File: src/rtl/qcl_pkg.sv
// Shared helpers for the pulse spacer: sizing of the per-lane cooldown counter.
package qcl_pkg;

  // Cooldown counter must hold gap_p-1; never narrower than one bit.
  function automatic int qcl_gap_width(input int gap);
    return (gap <= 2) ? 1 : $clog2(gap);
  endfunction

endpackage

File: src/rtl/qcl_pulse_spacer_if.sv
// Event-in / spaced-pulse-out bundle between the event source and the spacer.
interface qcl_pulse_spacer_if #(
  parameter int width_p = 1
);
  logic               en_i;
  logic [width_p-1:0] pulse_i;
  logic [width_p-1:0] clear_ovf_i;
  logic [width_p-1:0] pulse_o;
  logic [width_p-1:0] busy_o;
  logic [width_p-1:0] overflow_o;

  modport master (
    output en_i, pulse_i, clear_ovf_i,
    input  pulse_o, busy_o, overflow_o
  );

  modport slave (
    input  en_i, pulse_i, clear_ovf_i,
    output pulse_o, busy_o, overflow_o
  );
endinterface

File: src/rtl/qcl_pulse_spacer_lane.sv
// One lane: pending-event counter plus cooldown counter; re-emits events as
// single-cycle pulses at least gap_p cycles apart.
module qcl_pulse_spacer_lane
  import qcl_pkg::*;
#(
  parameter int gap_p        = 4,
  parameter int pend_width_p = 4
) (
  input  logic clk_i,
  input  logic reset_n_i,
  input  logic en_i,
  input  logic pulse_i,
  input  logic clear_ovf_i,
  output logic pulse_o,
  output logic busy_o,
  output logic overflow_o
);

  localparam int gcnt_w_lp = qcl_gap_width(gap_p);
  localparam logic [pend_width_p-1:0] cnt_max_lp     = '1;
  localparam logic [pend_width_p-1:0] cnt_one_lp     = pend_width_p'(1);
  localparam logic [gcnt_w_lp-1:0]    gcnt_one_lp    = gcnt_w_lp'(1);
  localparam logic [gcnt_w_lp-1:0]    gcnt_reload_lp = gcnt_w_lp'(gap_p - 1);

  logic [pend_width_p-1:0] cnt_q, cnt_d;
  logic [gcnt_w_lp-1:0]    gcnt_q, gcnt_d;
  logic                    pulse_q, pulse_d;
  logic                    ovf_q, ovf_d;
  logic                    fire;
  logic                    drop;

  always_ff @(posedge clk_i or negedge reset_n_i) begin
    if (!reset_n_i) begin
      cnt_q   <= '0;
      gcnt_q  <= '0;
      pulse_q <= 1'b0;
      ovf_q   <= 1'b0;
    end else begin
      cnt_q   <= cnt_d;
      gcnt_q  <= gcnt_d;
      pulse_q <= pulse_d;
      ovf_q   <= ovf_d;
    end
  end

  always_comb begin
    // An incoming event can fire straight through when the lane is idle.
    fire    = en_i & (gcnt_q == '0) & ((cnt_q != '0) | pulse_i);
    drop    = pulse_i & ~fire & (cnt_q == cnt_max_lp);
    pulse_d = fire;

    cnt_d = cnt_q;
    if (pulse_i && !fire && !drop) begin
      cnt_d = cnt_q + cnt_one_lp;
    end else if (!pulse_i && fire) begin
      cnt_d = cnt_q - cnt_one_lp;
    end

    gcnt_d = gcnt_q;
    if (fire) begin
      gcnt_d = gcnt_reload_lp;
    end else if (gcnt_q != '0) begin
      gcnt_d = gcnt_q - gcnt_one_lp;
    end

    // A drop in the same cycle as a clear wins, so no lost event goes unreported.
    ovf_d = ovf_q;
    if (drop) begin
      ovf_d = 1'b1;
    end else if (clear_ovf_i) begin
      ovf_d = 1'b0;
    end
  end

  assign pulse_o    = pulse_q;
  assign busy_o     = (cnt_q != '0) | (gcnt_q != '0);
  assign overflow_o = ovf_q;

endmodule

File: src/rtl/qcl_pulse_spacer.sv
// Multi-lane pulse spacer feeding a pulse CDC synchronizer; lanes are independent.
module qcl_pulse_spacer
  import qcl_pkg::*;
#(
  parameter int width_p      = 1,
  parameter int gap_p        = 4,
  parameter int pend_width_p = 4
) (
  input  logic              clk_i,
  input  logic              reset_n_i,
  qcl_pulse_spacer_if.slave bus_if
);

  for (genvar gi = 0; gi < width_p; gi++) begin : g_lane
    qcl_pulse_spacer_lane #(
      .gap_p        (gap_p),
      .pend_width_p (pend_width_p)
    ) u_lane (
      .clk_i        (clk_i),
      .reset_n_i    (reset_n_i),
      .en_i         (bus_if.en_i),
      .pulse_i      (bus_if.pulse_i[gi]),
      .clear_ovf_i  (bus_if.clear_ovf_i[gi]),
      .pulse_o      (bus_if.pulse_o[gi]),
      .busy_o       (bus_if.busy_o[gi]),
      .overflow_o   (bus_if.overflow_o[gi])
    );
  end

endmodule

File: src/flat_wrapper.sv
// flat-port wrapper written by rule: the top's interface ports become plain ports
module qcl_pulse_spacer_flat import qcl_pkg::*;
#(
  parameter int width_p      = 1,
  parameter int gap_p        = 4,
  parameter int pend_width_p = 4
)
  (clk_i, reset_n_i, bus_if_en_i, bus_if_pulse_i, bus_if_clear_ovf_i, bus_if_pulse_o, bus_if_busy_o, bus_if_overflow_o);
  qcl_pulse_spacer_if #(.width_p(width_p)) bus_if_i ();
  input  logic clk_i;
  input  logic reset_n_i;
  input wire logic [$bits(bus_if_i.en_i)-1:0] bus_if_en_i;
  input wire logic [$bits(bus_if_i.pulse_i)-1:0] bus_if_pulse_i;
  input wire logic [$bits(bus_if_i.clear_ovf_i)-1:0] bus_if_clear_ovf_i;
  output wire logic [$bits(bus_if_i.pulse_o)-1:0] bus_if_pulse_o;
  output wire logic [$bits(bus_if_i.busy_o)-1:0] bus_if_busy_o;
  output wire logic [$bits(bus_if_i.overflow_o)-1:0] bus_if_overflow_o;
  assign bus_if_i.en_i = bus_if_en_i;
  assign bus_if_i.pulse_i = bus_if_pulse_i;
  assign bus_if_i.clear_ovf_i = bus_if_clear_ovf_i;
  assign bus_if_pulse_o = bus_if_i.pulse_o;
  assign bus_if_busy_o = bus_if_i.busy_o;
  assign bus_if_overflow_o = bus_if_i.overflow_o;
  qcl_pulse_spacer #(.width_p(width_p), .gap_p(gap_p), .pend_width_p(pend_width_p)) u_core (.clk_i(clk_i), .reset_n_i(reset_n_i), .bus_if(bus_if_i));
endmodule
File: config.mk
export PLATFORM = sky130hd
export DESIGN_NAME = qcl_pulse_spacer_flat
export DESIGN_NICKNAME = d
export VERILOG_FILES = /design/src/rtl/qcl_pkg.sv /design/src/rtl/qcl_pulse_spacer_if.sv /design/src/rtl/qcl_pulse_spacer_lane.sv /design/src/rtl/qcl_pulse_spacer.sv /design/src/flat_wrapper.sv
export SDC_FILE = /design/constraint.sdc
export NUM_CORES = 1
export LEC_CHECK = 0
export ABC_AREA = 1
export CAP_MARGIN = 15
export CORE_AREA = 2 2 39 41
export CTS_BUF_LIST = sky130_fd_sc_hd__clkbuf_4 sky130_fd_sc_hd__clkbuf_8
export CTS_CLUSTER_DIAMETER = 80
export DETAILED_ROUTE_END_ITERATION = 8
export DIE_AREA = 0 0 41 43
export PLACE_DENSITY_LB_ADDON = 0.12
export SLEW_MARGIN = 20
export SYNTH_ARGS = -nofsm -noshare
export SYNTH_HDL_FRONTEND = slang
export SYNTH_SLANG_ARGS = --single-unit
File: constraint.sdc
create_clock -name clk_i -period 1.8 [get_ports clk_i]
set_clock_uncertainty 0.05 [all_clocks]
set_input_delay 0.36 -clock clk_i [delete_from_list [all_inputs] [get_ports clk_i]]
set_output_delay 0.36 -clock clk_i [all_outputs]
set_load 0.005 [all_outputs]
==> metrics.txt <==
status finished, final reports clean; global-route wire length before repair about 1800 um; Fillers 147; peak supply drop 0.000828 V; Finished Core Util about 57%; syn nets 73; startpoint types register; DR DRC count 0; via count roughly 470; io pins 8; PortBufs 7; post-synthesis cell count 64; area of the multi-input gates between 300 and 400 um2; clk_lat worst skew between 0.2 and 0.3 ns; GPL Wtd Cong ~0.71; setup TNS 0 ns; Pre-antenna DRT Iters 3; largest net degree at the start of global routing 9; worst hold path type in -> async; All-Layer GR Usage around 16%; total power draw ~1.3 mW; Die X just over 40 um; Mean Syn Cell Area 8.54 um2; CTS tree built; WL per Instance between 10 and 15 um; YS warnings 0; Clk pin slew, worst setup/hold paths 0.06 ns; Net Sw Power ~560 uW; Root Buffer clkbuf_4; Worst EP required between 1.5 and 2 ns; total gr overflow 0; Mapped Area 547 um2; die area 1760 um2; Max Clock Freq around 580 MHz; Final Hold Fails 0; min Tclk post-route about 1.7 ns; initial DRC count 3; power per cell area between 1500 and 2000 nW/um2; final hold slack 0.336 ns; CTS sink cnt 8; Die H roughly 43 um; switch share approximately 43%; Yosys top cell area share approximately 37%; HPWL after DPL 830 um; Seq pwr share approximately a quarter; logic gate share of total power 63.0%; Setup violations, final 0; Synth area leaders dfrtp_1 37%, nand2_1 7.6%, ha_1 6.9%; setup repair after global routing missed its margin true; most frequent cells in the layout 10 x nand2_1, 10 x buf_4, 8 x inv_1, 8 x dfrtp_1, 6 x clkdlybuf4s50_1; slew margin rel. between 70% and 80%; period utilization between 90% and 100%; Finished Cell Area slightly below 800 um2; dpl cell area a little over 700 um2; vias in the first global route 457; Synth area leader dfrtp_1; share of cells above drive strength 1 42.9%; Worst setup EP type register; TritonCTS buffer count 3; initial core utilization between 30% and 40%; initial antenna violation count 0; Slew Limit Fails 0; Area Overhead vs Synth 44.4%; P_int between 700 and 800 uW; Max-cap violations 0; Crit Path Category reg -> reg; core area between 1000 and 1500 um2; H-tree levels 1; P_leak roughly 0.40 nW; FF+latch area 200 um2; Rows 14; Nets 95; Routed WL around 1100 um; Post-CTS Hold Buffers 0; antenna-violating nets left 0; Worst-Margin Slew approximately 0.37 ns; Critical Path Fanout Max 5; critical path arrival 1.81 ns; number of synthesized register bits 8; Clk pwr share a little over a tenth; fraction of the yosys area taken by sequential cells around 37%; count of different cell masters after synthesis 21; # diodes 0; post-DR vias/cell 4.68; CTS max path bufs 2
[sequential cells by signal, indices dropped and copies added (netlist names)]
name / count
u_core.g_lane.u_lane.cnt_q: 4
u_core.g_lane.u_lane.gcnt_q: 2
u_core.g_lane.u_lane.overflow_o: 1
u_core.g_lane.u_lane.pulse_o: 1
[through the flow]
step           worst slack [ns]  instances
2_1_floorplan            0.0388         64
3_5_place_dp             -0.204         95
6_report                 0.0865        100
4_1_cts                 0.00177         99
5_1_grt                 -0.0291        100
3_3_place_gp             -0.170         95
[cell families (layout without fill, tap and decap cells)]
kind of cell	after synthesis	in the layout	share of synthesized area (%)
buffers and inverters	13	33	8.92
flip-flops	8	8	36.6
AO/OA/AOI/OAI	4	4	4.58
XOR/XNOR	3	3	4.81
AND/OR/NAND/NOR	32	32	34.6
adder cells (fa/ha/maj)	4	4	10.5
[Yosys cell counts]
| master | number |
|---|---|
| a21oi_1 | 1 |
| clkinv_1 | 1 |
| dfrtp_1 | 8 |
| fa_1 | 1 |
| ha_1 | 3 |
| inv_1 | 9 |
| inv_2 | 3 |
| nand2_1 | 11 |
| nand2_2 | 5 |
| nand2_4 | 2 |
| nand2_8 | 1 |
| nand3_1 | 4 |
| nand3_2 | 2 |
| nand4_1 | 1 |
| nor2_1 | 4 |
| nor2_2 | 2 |
| o21ai_1 | 1 |
| o21ai_2 | 1 |
| o22ai_1 | 1 |
| xnor2_1 | 1 |
| xor2_1 | 2 |
[routing by layer]
| metal | global-route usage [%] | wire, um |
|---|---|---|
| met4 | 12.0 | 36 |
| met3 | 3.14 | 34 |
| met5 | 0 | 0 |
| met2 | 24.4 | 547 |
| met1 | 17.2 | 443 |
[worst max-delay path, stage by stage (launching register included)]
cell and delay [ns]:
dfrtp_1 0.34, inv_1 0.05, ha_2 0.18, nand2_2 0.09, nand2_4 0.06, inv_4 0.07, nand2_8 0.06, ha_4 0.30
nand3_4 0.08, inv_2 0.05, nor2_1 0.04, nand2_1 0.08, nand3_2 0.06, nand2_1 0.05, nand2_1 0.04
[path summary, 6_finish.rpt]
| path | start | endpoint | slack, ns | cells past startpoint |
|---|---|---|---|---|
| max in group asynchronous | reset_n_i | u_core.g_lane[0].u_lane.cnt_q[2] | 1.09 | 1 |
| setup reg to reg | u_core.g_lane[0].u_lane.gcnt_q[0] | u_core.g_lane[0].u_lane.cnt_q[3] | 0.09 | 14 |
| setup / recovery | u_core.g_lane[0].u_lane.gcnt_q[0] | u_core.g_lane[0].u_lane.cnt_q[3] | 0.09 | 14 |
| min in group clk_i | u_core.g_lane[0].u_lane.gcnt_q[1] | u_core.g_lane[0].u_lane.gcnt_q[1] | 0.47 | 2 |
| hold / removal | reset_n_i | u_core.g_lane[0].u_lane.overflow_o | 0.34 | 1 |
| hold reg to reg | u_core.g_lane[0].u_lane.gcnt_q[1] | u_core.g_lane[0].u_lane.gcnt_q[1] | 0.47 | 2 |
[power groups by stage]
stage          clock (mW)  combinational, mW  sequential (mW)
4_1_cts             0.143              0.751            0.349
2_1_floorplan           0              0.495            0.347
5_1_grt             0.158              0.942            0.370
3_3_place_gp            0              0.691            0.351
6_report            0.138              0.831            0.351
3_5_place_dp            0              0.714            0.353
[layout make-up]
type	instances	area share (%)
flip-flops and latches	8	25.4
inverters	13	6.50
repair buffers	17	18.4
well taps	16	2.54
clock buffers	3	2.85
multi-input cells	43	44.4
[timing repair]
item                                    4_1_cts  5_1_grt
buffers inserted                              1        1
endpoints found under the setup margin        2        3
pin swaps                                     0        8
resized for setup                             2        9
endpoints found under the hold margin         0        0
gates cloned                                  0        0
No activity file was read; power rests on OpenSTA's default activity.
